--- src/rtl/uart_pkg.sv ---
// Shared state encoding and default frame constants for the UART receive path.
package uart_pkg;

  localparam int DEFAULT_DATA_BITS  = 8;
  localparam int DEFAULT_OVERSAMPLE = 16;

  typedef enum logic [2:0] {
    IDLE,
    START,
    DATA,
    PARITY,
    STOP
  } rx_state_e;

endpackage

--- src/rtl/uart_rx_sync.sv ---
// RX line synchroniser plus rising-edge detect that turns the oversample square wave
// into a one-clock enable.
module uart_rx_sync #(
  parameter int SYNC_STAGES = 2
) (
  input  logic clk,
  input  logic reset_n,
  input  logic rx_serial_i,
  input  logic tick_i,
  output logic rx_sync_o,
  output logic tick_en_o
);

  logic [SYNC_STAGES-1:0] sync_q;
  logic                   tick_q;

  // Flops reset to 1 so an idle-high line never looks like a start edge out of reset.
  always_ff @(posedge clk or negedge reset_n) begin
    if (!reset_n) begin
      sync_q <= '1;
      tick_q <= 1'b1;
    end else begin
      sync_q <= {sync_q[SYNC_STAGES-2:0], rx_serial_i};
      tick_q <= tick_i;
    end
  end

  assign rx_sync_o = sync_q[SYNC_STAGES-1];
  assign tick_en_o = tick_i & ~tick_q;

endmodule

--- src/rtl/uart_rx_oversampled.sv ---
// 16x-oversampled UART receiver: start/data/parity/stop FSM feeding a one-word
// valid/ready holding register with sticky overrun.
module uart_rx_oversampled
  import uart_pkg::*;
#(
  parameter int DATA_BITS   = DEFAULT_DATA_BITS,
  parameter int OVERSAMPLE  = DEFAULT_OVERSAMPLE,
  parameter int PARITY_EN   = 0,
  parameter int PARITY_ODD  = 0,
  parameter int SYNC_STAGES = 2
) (
  input  logic                 clk,
  input  logic                 reset_n,
  input  logic                 i_Rx_ClkTick,
  input  logic                 i_Rx_Serial,
  output logic [DATA_BITS-1:0] o_Rx_Data,
  output logic                 o_Rx_Valid,
  input  logic                 i_Rx_Ready,
  output logic                 o_Frame_Err,
  output logic                 o_Parity_Err,
  output logic                 o_Overrun,
  output logic                 o_Busy
);

  localparam int TW = $clog2(OVERSAMPLE);
  localparam int BW = $clog2(DATA_BITS + 1);
  localparam logic [TW-1:0] TICK_HALF = TW'(OVERSAMPLE / 2 - 1);
  localparam logic [TW-1:0] TICK_LAST = TW'(OVERSAMPLE - 1);
  localparam logic [TW-1:0] TICK_ONE  = TW'(1);
  localparam logic [BW-1:0] BIT_LAST  = BW'(DATA_BITS - 1);
  localparam logic [BW-1:0] BIT_ONE   = BW'(1);
  localparam logic          PAR_ODD   = (PARITY_ODD != 0);

  logic rx_sync, tick_en;

  uart_rx_sync #(.SYNC_STAGES(SYNC_STAGES)) u_sync (
    .clk        (clk),
    .reset_n    (reset_n),
    .rx_serial_i(i_Rx_Serial),
    .tick_i     (i_Rx_ClkTick),
    .rx_sync_o  (rx_sync),
    .tick_en_o  (tick_en)
  );

  rx_state_e              state_q, state_d;
  logic [TW-1:0]          tick_cnt_q, tick_cnt_d;
  logic [BW-1:0]          bit_cnt_q, bit_cnt_d;
  logic [DATA_BITS-1:0]   shift_q, shift_d;
  logic                   par_err_q, par_err_d;
  logic                   armed_q, armed_d;
  logic [DATA_BITS-1:0]   data_q, data_d;
  logic                   valid_q, valid_d;
  logic                   ferr_q, ferr_d;
  logic                   perr_q, perr_d;
  logic                   ovr_q, ovr_d;
  logic                   complete, stop_bad, load;

  always_ff @(posedge clk or negedge reset_n) begin
    if (!reset_n) begin
      state_q    <= IDLE;
      tick_cnt_q <= '0;
      bit_cnt_q  <= '0;
      shift_q    <= '0;
      par_err_q  <= 1'b0;
      armed_q    <= 1'b0;
      data_q     <= '0;
      valid_q    <= 1'b0;
      ferr_q     <= 1'b0;
      perr_q     <= 1'b0;
      ovr_q      <= 1'b0;
    end else begin
      state_q    <= state_d;
      tick_cnt_q <= tick_cnt_d;
      bit_cnt_q  <= bit_cnt_d;
      shift_q    <= shift_d;
      par_err_q  <= par_err_d;
      armed_q    <= armed_d;
      data_q     <= data_d;
      valid_q    <= valid_d;
      ferr_q     <= ferr_d;
      perr_q     <= perr_d;
      ovr_q      <= ovr_d;
    end
  end

  // A break (all-zero data, stop low) disarms start detection until the line is seen high again.
  always_comb begin
    state_d    = state_q;
    tick_cnt_d = tick_cnt_q;
    bit_cnt_d  = bit_cnt_q;
    shift_d    = shift_q;
    par_err_d  = par_err_q;
    armed_d    = armed_q;
    complete   = 1'b0;
    stop_bad   = 1'b0;
    if (tick_en) begin
      case (state_q)
        IDLE: begin
          tick_cnt_d = '0;
          if (rx_sync)      armed_d = 1'b1;
          else if (armed_q) state_d = START;
        end
        START: begin
          if (tick_cnt_q == TICK_HALF) begin
            tick_cnt_d = '0;
            bit_cnt_d  = '0;
            par_err_d  = 1'b0;
            state_d    = rx_sync ? IDLE : DATA;
          end else begin
            tick_cnt_d = tick_cnt_q + TICK_ONE;
          end
        end
        DATA: begin
          if (tick_cnt_q == TICK_LAST) begin
            tick_cnt_d = '0;
            shift_d    = {rx_sync, shift_q[DATA_BITS-1:1]};
            bit_cnt_d  = bit_cnt_q + BIT_ONE;
            if (bit_cnt_q == BIT_LAST) state_d = (PARITY_EN != 0) ? PARITY : STOP;
          end else begin
            tick_cnt_d = tick_cnt_q + TICK_ONE;
          end
        end
        PARITY: begin
          if (tick_cnt_q == TICK_LAST) begin
            tick_cnt_d = '0;
            par_err_d  = ((^shift_q) ^ rx_sync) != PAR_ODD;
            state_d    = STOP;
          end else begin
            tick_cnt_d = tick_cnt_q + TICK_ONE;
          end
        end
        STOP: begin
          if (tick_cnt_q == TICK_LAST) begin
            tick_cnt_d = '0;
            complete   = 1'b1;
            stop_bad   = ~rx_sync;
            state_d    = IDLE;
            if (!rx_sync && (shift_q == '0)) armed_d = 1'b0;
          end else begin
            tick_cnt_d = tick_cnt_q + TICK_ONE;
          end
        end
        default: state_d = IDLE;
      endcase
    end
  end

  // A same-cycle accept frees the slot, so a completing frame can replace the word being taken.
  always_comb begin
    load    = complete & (~valid_q | i_Rx_Ready);
    valid_d = valid_q;
    data_d  = data_q;
    ferr_d  = ferr_q;
    perr_d  = perr_q;
    ovr_d   = ovr_q;
    if (valid_q && i_Rx_Ready) begin
      valid_d = 1'b0;
      ovr_d   = 1'b0;
    end
    if (load) begin
      valid_d = 1'b1;
      data_d  = shift_q;
      ferr_d  = stop_bad;
      perr_d  = par_err_q;
    end else if (complete) begin
      ovr_d = 1'b1;
    end
  end

  assign o_Rx_Data    = data_q;
  assign o_Rx_Valid   = valid_q;
  assign o_Frame_Err  = ferr_q;
  assign o_Parity_Err = perr_q;
  assign o_Overrun    = ovr_q;
  assign o_Busy       = (state_q == DATA) || (state_q == PARITY) || (state_q == STOP);

endmodule

--- config.mk ---
export PLATFORM = sky130hd
export DESIGN_NAME = uart_rx_oversampled
export DESIGN_NICKNAME = d
export VERILOG_FILES = /design/src/rtl/uart_pkg.sv /design/src/rtl/uart_rx_sync.sv /design/src/rtl/uart_rx_oversampled.sv
export SDC_FILE = /design/constraint.sdc
export NUM_CORES = 1
export LEC_CHECK = 0
export ABC_AREA = 1
export BUFFER_PORTS_ARGS = -buffer_cell sky130_fd_sc_hd__buf_2
export CAP_MARGIN = 20
export CORE_MARGIN = 2
export CORE_UTILIZATION = 30
export DETAILED_ROUTE_END_ITERATION = 10
export HOLD_SLACK_MARGIN = 0.08
export REMOVE_ABC_BUFFERS = 1
export SYNTH_ARGS = -nofsm -noshare
export SYNTH_HDL_FRONTEND = slang
export SYNTH_SLANG_ARGS = --single-unit
export TNS_END_PERCENT = 20
--- constraint.sdc ---
create_clock -name clk -period 3.1 [get_ports clk]
set_clock_uncertainty 0.2 [all_clocks]
set_input_delay 0.62 -clock clk [delete_from_list [all_inputs] [get_ports clk]]
set_output_delay 0.62 -clock clk [all_outputs]
set_load 0.05 [all_outputs]
# Word-level counts from Yosys, hierarchy flattened
# Index checks and enable logic that the tools add are counted.
word_totals:
  input_bits: 5
  ff_bits: 36
  output_inout_bits: 13
  wordCells: 91
op_classes:
  bitwise: 7
  eq_ne: 16
  addsub: 2
  reduce_logical: 20
  n_mux: 33
op_table:
  columns: ["operator", "count"]
  rows:
  - ["$mux W3", 7]
  - ["$mux W1", 16]
  - ["$mux W4", 4]
  - ["$ne A2 B2 Y1 const B", 8]
  - ["$pmux W3 S5", 1]
  - ["$pmux W4 S3", 1]
  - ["$add A4 B1 Y4 const B", 2]
  - ["$eq A4 B3 Y1 const B", 2]
  - ["$logic_not A8 Y1", 1]
  - ["$pmux W4 S2", 1]
  - ["$reduce_and A4 Y1", 2]
  - ["$reduce_and A8 Y1", 1]
  - ["$reduce_bool A2 Y1", 4]
  - ["$reduce_xor A8 Y1", 1]
  - ["$eq A3 B2 Y1 const B", 2]
  - ["$reduce_and A5 Y1", 1]
  - ["$eq A4 B4 Y1 const B", 1]
  - ["$pmux W1 S2", 2]
  - ["$eq A3 B1 Y1 const B", 1]
  - ["$eq A3 B3 Y1 const B", 1]
  - ["$logic_not A3 Y1", 1]
  - ["$not A1 Y1", 3]
  - ["$reduce_and A3 Y1", 1]
  - ["$reduce_bool A3 Y1", 1]
  - ["10 further kinds", 13]

# Depth between registers and ports, before layout
# Gate-level depths: netlist (run 1).
logic_depth:
  ltp_word: 6
  mapped_depth: 9
  depth_no_buf: 9

# Hierarchy
# A second synthesis (run 1) with hierarchy kept.
hier_totals:
  hier_cells: 210
  hier_area_um2: 1794.2
modules_own_cells:
  columns: ["mod", "instances", "cells_per_inst", "area_per_inst_um2"]
  rows:
  - ["uart_rx_oversampled", 1, 205, 1705.4]
  - ["uart_rx_sync", 1, 5, 88.8]

# Worst setup path before layout (run 1)
# OpenSTA, ideal clock, no wires.
synth_path:
  kind: "register to output"
  from: "register state_q[0]"
  to: "output port o_Busy"
  stages_incl_launch_ff: 4
  arrival_ns: 1.045
  slack_ns: 1.235
  cell_sequence: "dfrtp_1 -> nor2_2 -> nand2_2 -> nand2_1"
synth_between:
  elab_chain_cells: 3
  word_cells_on_any_way: 5
synth_lines:
  columns: ["element", "line_no", "rtl"]
  rows:
  - ["from (decl)", "uart_rx_oversampled.sv:45", "rx_state_e state_q, state_d;"]
  - ["from (signal assigned)", "uart_rx_oversampled.sv:72", "state_q <= state_d;"]
  - ["$eq A3 B2 Y1", "uart_rx_oversampled.sv:175", "assign o_Busy = (state_q == DATA) || (state_q == PARITY) || (state_q == STOP);"]
  - ["$logic_or A1 B1 Y1", "uart_rx_oversampled.sv:175", null]
  - ["$logic_or A1 B1 Y1 (*)", "uart_rx_oversampled.sv:175", null]
  - ["to (decl)", "uart_rx_oversampled.sv:22", "output logic o_Busy"]
# Mark *: on every way between the ends. The rest lies on a longest branch, timed or not.

# Worst setup path after layout (run 1)
# Ends and elaborated chain as after synthesis.

==> qor.yml, run 1 <==
sta:
  worstMarginPinSlew_ns: 0.7894
  period_needed_ns: 2.258
  max_freq_mhz: 442.8
  setup_viol: 0
  slew_viol_final: 0
  tns_ns: 0
  relSlewSlack_pct: 47.37
  hold_violations: 0
  period_share_pct: 72.85
  rsz0062_at_grt: "false"
drt:
  via_per_inst: 4.392
  drtPass1Iterations: 4
  vias: 1366
  remaining_drc_errors: 0
  wl_mm: 3.243
  ant_nets: 0
  dr.first_iter.drc_count: 78
  avgRoutedWirePerCell_um: 10.43
power_and_ir_drop:
  power.density_nw_per_um2: 592.9
  cellLeakagePower_nw: 1.040
  vdd_ir_drop_max_uv: 390.1
placement:
  portBuffers: 17
  place_inst: 303
  place_congestion: 0.8211
  place_hpwl_mm: 2.420
global_routing:
  grt_max_degree: 37
  antenna_found_initial: 0
  grt_first_pass_wirelength_mm: 5.927
  grt.total_usage_pct: 11.28
  grt_overflow_total: 0
  grt_pass1_vias: 1326
flow_run:
  cap_viol_max_count: 0
setup_path:
  cp.required_ns: 2.28
  worstPathArrival_ns: 1.44
  end_kind: "output port"
  path_class: "reg2out"
  reg2regPathDepth: 6
  rrSetupSlack_ns: 1.28
  reg2reg_from: "tick_cnt_q[0]"
  start_kind: "flip-flop"
  reg2reg_to: "o_Rx_Data[2]"
  critPathMaxFanout: 7
die:
  die-area_um2: 6756
  die_x_um: 82.20
  fp.coreArea_um2: 5921
  ios: 18
  die_y_um: 82.20
  rows: 28
  initial_utilization_pct: 30.98
yosys:
  ys_types: 30
  syn_area_um2: 1834
  yosys_warnings: 0
  netlist_top_cells_count: "66 x nand2_1, 33 x dfrtp_1, 31 x inv_1, 10 x nor2_1"
  async_flop_share_pct: 100.0
  syn_area_per_cell_um2: 8.612
  synth_ff_type: "dfrtp_1"
  seq_area_frac_synth_pct: 49.32
  synth_top_area_share_pct: 45.02
  synth_top_cell_by_area: "dfrtp_1"
  synth-seq-cells: 36
  ys_top_cells_by_area: "dfrtp_1 45%, nand2_1 14%, inv_1 6.3%, dfstp_2 4.3%, o21ai_2 4.3%"
  synth_cells: 213
  synth_most_common_cell: "nand2_1"
  synth_enable_flop_cells: 0
clock_tree:
  cts_made_buffers: 5
  post_cts_buffers: 0
  clk-insertion-delay-late_ns: 0.28
  clk_pin_slew_ns: 0.07
  root_buffer: "clkbuf_8"
  cts_resized: 0
  cts_hold_buf: 0
  cts.sinks: 36
  h-tree-depth: 2
  cts_tree: "yes"
  clockBufferDepth: 2
finish:
  final_layout_size_suffix_gt1_share_pct: 22.03
  fin_cells: 311
  nNetsFinal: 246
  register_area_um2: 904.6
  n_antenna_cell: 0
  syn_to_final_growth_pct: 14.60
  multiInputGateArea_um2: 790.8
  fill_cells: 609
hold_path:
  hold_class: "reg2reg"
  hold_start: "u_sync.sync_q[0]"
  worst_hold_path.endpoint: "u_sync.sync_q[1]"
  worstHoldPathCells: 0
outcome:
  status: "complete, no violations"
registers in the layout, indices dropped and copies added (netlist names), 2 cells and up:
signal,flops
o_Rx_Data,8
tick_cnt_q,4
u_sync.sync_q,2
bit_cnt_q,4
state_q,3
shift_q,8
how the worst max path moves through the flow:
stage	start	endpoint	slack [ns]
floorplan	state_q[0]	o_Busy	1.23
global placement	state_q[0]	o_Busy	1.16
detailed placement	state_q[0]	o_Busy	1.17
CTS	state_q[0]	o_Busy	0.84
global route	state_q[0]	o_Busy	0.76
finish	state_q[0]	o_Busy	0.84
stage by stage:
| step | worst slack, ns | hold slack (ns) | util [%] | area (um^2) | power (W) |
|---|---|---|---|---|---|
| after CTS | 0.8422 | 0.1587 | 35.50 | 2102 | 0.001254 |
| after floorplan | 1.235 | 0.1244 | - | 1812 | 0.0007737 |
| after detailed placement | 1.169 | 0.1475 | 33.62 | 1991 | 0.0008425 |
| final | 0.8415 | 0.1589 | 35.50 | 2102 | 0.001246 |
| after global placement | 1.159 | 0.1460 | 33.62 | 1991 | 0.0008403 |
| after global routing | 0.7634 | 0.1683 | 35.50 | 2102 | 0.001323 |
kinds of logic (layout without fill, tap and decap cells):
family / after synthesis / after routing / share of synthesized area (%)
and+or+nand+nor: 104 / 104 / 26.60
AOI/OAI and AO/OA: 32 / 32 / 11.46
buffers and inverters: 33 / 56 / 7.571
adders and majority gates: 6 / 6 / 4.093
xor gates and xnor gates: 2 / 2 / 0.9552
DFF: 36 / 36 / 49.32
metal layers:
layer  routed length (um)  global-route usage [%]  vias up  share of wire [%]
met3                  107                   2.609        5                3.3
met1                 1690                   15.57      627                 52
met5                    0                       0        -                  0
met2                 1395                   17.02       20                 43
met4                   49                   4.500        0                1.5
li1                     -                       -      714                  -
where the power goes:
part           switching [W]  total (W)  leakage (nW)  internal (W)
Sequential         0.0000545   0.000567         0.481      0.000513
Clock               0.000172   0.000410        0.0541      0.000238
Combinational       0.000180   0.000269         0.505     0.0000889
placed cells by master, fill, tap and decap left out:
master,instances
nand3b_1,2
or2_2,1
bufinv_16,1
a21oi_2,1
xnor2_1,1
a22o_1,1
clkbuf_8,5
nand2_4,1
buf_2,17
a31o_2,1
o21a_1,1
nand3_2,2
a21boi_1,1
clkinv_2,1
nand2_1,66
nor3_1,2
nor2_4,1
nand2_2,3
ha_1,6
o21ai_2,9
dfrtp_1,33
o21ai_1,5
a21oi_1,4
nand3_1,9
inv_1,31
nor3_4,1
xor2_1,1
nor2_2,3
nor2_1,10
nand3_4,1
dfstp_2,3
o21ai_0,9
nand4_1,2
clkinvlp_4,1
worst max-delay path: stages, from the launching register on:
cell     delay, ns
dfrtp_1       0.49
nor2_2        0.16
nand2_2       0.09
nand2_1       0.14
buf_2         0.28
cell type report:
cell class / count / area share (%)
Timing Repair Buffer: 17 / 4.048
Clock inverter: 3 / 2.024
Tap cell: 75 / 4.464
Multi-Input combinational cell: 144 / 37.62
Inverter: 31 / 5.536
Sequential cell: 36 / 43.04
Clock buffer: 5 / 3.274
No activity file was read; power rests on OpenSTA's default activity.
==> run 2, diff against run 1 <==
- clock period: 3.1 -> 2.1 ns (I/O delays scaled with it)
==> run 2 against run 1 <==
First-iteration DRC count up 15%. Clock-buffer cell count up 2. Critical path depth unchanged. Global-route usage up 0.96 points. Setup slack worse by 0.75 ns. Combinational power up 53%. Cell count up 1.9%. Flip-flop and latch count unchanged. Sequential power up 48%. Core utilization up 1.2 points. Highest routed layer unchanged.
==> qor.yml, run 2 (same netlist as run 1, synthesis figures left out) <==
sta:
  period_needed_ns: 2.004
  setup_viol: 0
  relSlewSlack_pct: 69.46
  holdWs_ns: 0.1599
  hold_violations: 0
  slew_viol_final: 0
  worstMarginPinSlew_ns: 0.4580
  period_share_pct: 95.41
  setup_slack_ns: 0.09641
  tns_ns: 0
  max_freq_mhz: 499.1
  rsz0062_at_grt: "false"
die:
  die_x_um: 82.20
  fp.coreArea_um2: 5921
  initial_utilization_pct: 30.98
  rows: 28
  die-area_um2: 6756
  die_y_um: 82.20
  ios: 18
setup_path:
  worstPathArrival_ns: 1.38
  critPathMaxFanout: 6
  max_stage_delay_ns: 0.47
  reg2regPathDepth: 6
  start_kind: "flip-flop"
  path_cells: "nor2_2 > nand2_2 > nand2_1 > buf_4"
  cp.required_ns: 1.48
  cp_slowest_cell: "dfrtp_1"
  rrSetupSlack_ns: 0.38
  end_kind: "output port"
  path_class: "reg2out"
clock_tree:
  clockBufferDepth: 2
  h-tree-depth: 2
  clk-insertion-delay-late_ns: 0.29
  cts_tree: "yes"
  clk_pin_slew_ns: 0.07
  cts.sinks: 36
  post_cts_buffers: 0
  cts_made_buffers: 5
  root_buffer: "clkbuf_8"
power_and_ir_drop:
  cellLeakagePower_nw: 1.078
  vdd_ir_drop_max_uv: 516.5
  power.density_nw_per_um2: 883.3
placement:
  place_congestion: 0.8178
  place_hpwl_mm: 2.418
  dpl_worst_slack_ns: 0.3725
  portBuffers: 17
hold_path:
  hold_class: "reg2reg"
  worstHoldPathCells: 0
drt:
  vias: 1383
  dr.first_iter.drc_count: 90
  avgRoutedWirePerCell_um: 10.71
  drtPass1Iterations: 4
  ant_nets: 0
  remaining_drc_errors: 0
  wl_mm: 3.395
  via_per_inst: 4.363
finish:
  n_antenna_cell: 0
  final_layout_size_suffix_gt1_share_pct: 23.14
  final_common_cell: "nand2_1"
  final_cell_mix: "66 x nand2_1, 32 x dfrtp_1, 31 x inv_1"
  nNetsFinal: 252
  syn_to_final_growth_pct: 18.49
global_routing:
  grt_overflow_total: 0
  grt_first_pass_wirelength_mm: 6.189
  antenna_found_initial: 0
  grt.total_usage_pct: 12.24
  grt_pass1_vias: 1348
  grt_max_degree: 37
outcome:
  status: "complete, no violations"
flow_run:
  cap_viol_max_count: 0
[run 2: cell count changes in the layout (fill, tap and decap cells not counted), sizes merged]
cell / change
dlygate4sd3: +3
buf: +3
clkbuf: +2
clkinvlp: -1
clkinv: -1
[run 2: metrics by stage]
step	util, %	cell area (um^2)	total power, W	std cells
2_1_floorplan	-	1812	0.001142	211
3_3_place_gp	34.00	2013	0.001242	306
3_5_place_dp	34.00	2013	0.001247	306
4_1_cts	36.64	2170	0.001934	317
5_1_grt	36.71	2173	0.002057	317
6_report	36.71	2173	0.001920	317
[run 2: repair_timing]
item,CTS,global route
resized for setup,0,3
hold endpoints to repair,35,0
setup endpoints to repair,0,1
hold buffers,3,0
[run 2: report_power, final]
part	total, W	internal, W	switching (W)
sequential	0.000838	0.000760	0.0000784
clock	0.000671	0.000419	0.000252
combinational	0.000411	0.000142	0.000268
[run 2: layout make-up]
class	instances	area [um^2]
Fill cell	587	3747
Sequential cell	36	905.9
Multi-Input combinational cell	144	790.8
Timing Repair Buffer	23	140.1
Inverter	31	116.4
Clock buffer	7	96.34
Tap cell	75	93.84
Clock inverter	1	30.03
[run 2: worst paths after layout]
path | endpoint | from
setup / recovery | o_Busy | state_q[1]
setup reg to reg | o_Rx_Data[3] | tick_cnt_q[0]
max in group asynchronous | u_sync.tick_q | reset_n
hold reg to reg | u_sync.sync_q[1] | u_sync.sync_q[0]
min in group asynchronous | shift_q[7] | reset_n
hold / removal | u_sync.sync_q[1] | u_sync.sync_q[0]
[run 2: critical path: cells and delay by family (launching register included)]
kind	cells	cell delay [ns]
buf+inv	1	0.22
simple gates	3	0.40
flops	1	0.47
[run 2: per-layer routing]
layer | vias to the layer above | routed length, um | part of all wire, % | global-route usage (%)
met5 | - | 0 | 0 | 0
met4 | 0 | 58 | 1.7 | 5.333
met3 | 6 | 159 | 4.7 | 3.913
met2 | 24 | 1456 | 43 | 18.87
met1 | 626 | 1720 | 51 | 15.70
li1 | 727 | - | - | -
==> run 3, diff against run 2 <==
- clock period: 2.1 -> 1.71 ns (I/O delays scaled with it)
==> run 3 against run 2 <==
The flow now finishes with violations (setup timing). Largest power group is now the clock network. Total power up 41%. Core utilization is 2.9 points higher. Combinational power rose by 57%. Routed wire length is 6.5% higher. Flip-flop and latch count unchanged. Critical path depth is the same. Register-to-register slack got worse by 0.35 ns. Sequential power is 21% higher. Clock-buffer cell count is 2 lower.
==> qor.yml, run 3 (same netlist as run 1, synthesis figures left out) <==
drt:
  vias: 1440
  ant_nets: 0
  avgRoutedWirePerCell_um: 11.13
  via_per_inst: 4.431
  drtPass1Iterations: 4
  dr.first_iter.drc_count: 45
  wl_mm: 3.616
  remaining_drc_errors: 0
power_and_ir_drop:
  totalPowerFinal_w: 0.002701
  cellLeakagePower_nw: 1.148
  power.density_nw_per_um2: 1153
  vdd_ir_drop_max_uv: 725.7
setup_path:
  worstPathArrival_ns: 1.17
  reg2reg_to: "armed_q"
  critPathBufInv: 1
  start_kind: "flip-flop"
  path_cells: "nor2_4 > nand2_4 > nand2_4 > buf_8"
  max_stage_delay_ns: 0.45
  cp_slowest_cell: "dfrtp_2"
  cp.required_ns: 1.17
  path_class: "reg2out"
  reg2reg_from: "state_q[1]"
  critPathMaxFanout: 4
  cp_common_cell: "nand2_4"
  rrSetupSlack_ns: 0.03
  cp_top_family: "flip-flops"
  end_kind: "output port"
  reg2regPathDepth: 9
finish:
  fin_util_pct: 39.58
  syn_to_final_growth_pct: 27.76
  multiInputGateArea_um2: 848.3
  n_antenna_cell: 0
  fill_cells: 563
  final_cell_mix: "59 x nand2_1, 32 x dfrtp_1, 27 x inv_1"
  final_layout_size_suffix_gt1_share_pct: 30.80
  fin_area_um2: 2344
  final_common_cell: "nand2_1"
  register_area_um2: 905.9
  nNetsFinal: 260
hold_path:
  worst_hold_path.endpoint: "o_Overrun"
  hold_start: "i_Rx_Ready"
  worstHoldPathCells: 4
  hold_class: "in2reg"
clock_tree:
  cts_tree: "yes"
  clockBufferDepth: 2
  clk-insertion-delay-late_ns: 0.29
  h-tree-depth: 2
  clk_pin_slew_ns: 0.08
  cts.sinks: 36
  cts_made_buffers: 5
  root_buffer: "clkbuf_8"
placement:
  placed_area_um2: 2056
  portBuffers: 17
  place_hpwl_mm: 2.517
  place_congestion: 0.8383
  dpl_worst_slack_ns: 0.01860
die:
  die_y_um: 82.20
  fp.coreArea_um2: 5921
  ios: 18
  initial_utilization_pct: 30.98
  rows: 28
  die-area_um2: 6756
  die_x_um: 82.20
sta:
  period_share_pct: 100.3
  period_needed_ns: 1.715
  relSlewSlack_pct: 73.86
  worstMarginPinSlew_ns: 0.3911
  hold_violations: 0
  rsz0062_at_grt: "true"
  setup_slack_ns: -0.005031
  setup_viol: 1
  max_freq_mhz: 583.1
  slew_viol_final: 0
global_routing:
  grt_first_pass_wirelength_mm: 6.348
  grt.total_usage_pct: 12.49
  grt_max_degree: 24
  antenna_found_initial: 0
  grt_overflow_total: 0
  grt_pass1_vias: 1390
outcome:
  status: "finished with violations"
  violations: "setup timing"
flow_run:
  cap_viol_max_count: 0
-- run 3: how the worst max path moves through the flow --
stage / startpoint / to / slack, ns / cells after the start
final: state_q[1] / o_Busy / -0.005 / 4
after global routing: state_q[1] / o_Busy / -0.05 / 4
after CTS: state_q[1] / o_Busy / 0.0006 / 4
after detailed placement: tick_cnt_q[0] / o_Rx_Data[7] / 0.02 / 6
after global placement: tick_cnt_q[0] / o_Rx_Data[7] / 0.04 / 6
after floorplan: state_q[0] / state_q[0] / -0.04 / 7
-- run 3: what timing repair did --
action,in CTS,in global routing
setup buffers,2,1
hold buffers,3,0
setup endpoints to repair,2,24
pin swaps,3,2
resized for setup,9,17
endpoints found under the hold margin,38,0
gates cloned,0,1
-- run 3: worst register-to-register path, cell delays in order (launching register included) --
cell and delay [ns]:
dfrtp_2 0.45, nor2_4 0.13, nand2_4 0.07, buf_4 0.14, nor3_4 0.16, buf_6 0.17
buf_6 0.11, nand2_2 0.04, o21ai_1 0.06, inv_1 0.04
-- run 3: per-stage QoR --
| stage | setup TNS [ns] | std cells | hold slack (ns) |
|---|---|---|---|
| floorplan | -0.1148 | 211 | -0.1536 |
| global placement | 0 | 310 | 0.06313 |
| detailed placement | 0 | 310 | 0.06361 |
| CTS | 0 | 323 | 0.1292 |
| global route | -0.3095 | 325 | 0.1441 |
| finish | -0.005031 | 325 | 0.1358 |
-- run 3: area by class of cell --
class,count,share of cell area [%]
Inverter,31,4.965
Multi-Input combinational cell,145,36.20
Clock inverter,3,3.844
Sequential cell,36,38.65
Tap cell,75,4.004
Timing Repair Buffer,30,9.397
Clock buffer,5,2.936
-- run 3: per-layer routing --
metal  GRT usage, %  wire, um  vias up
met3          2.609       151       12
met4          7.667       138        0
met5              0         0        -
li1               -         -      752
met2          18.47      1559       32
met1          16.67      1767      644
-- run 3: report_power, final --
| part | total (W) | leakage [nW] | internal, W | switching (W) |
|---|---|---|---|---|
| Sequential | 0.00101 | 0.480 | 0.000931 | 0.0000741 |
| Clock | 0.00105 | 0.0784 | 0.000730 | 0.000322 |
| Combinational | 0.000644 | 0.589 | 0.000253 | 0.000391 |
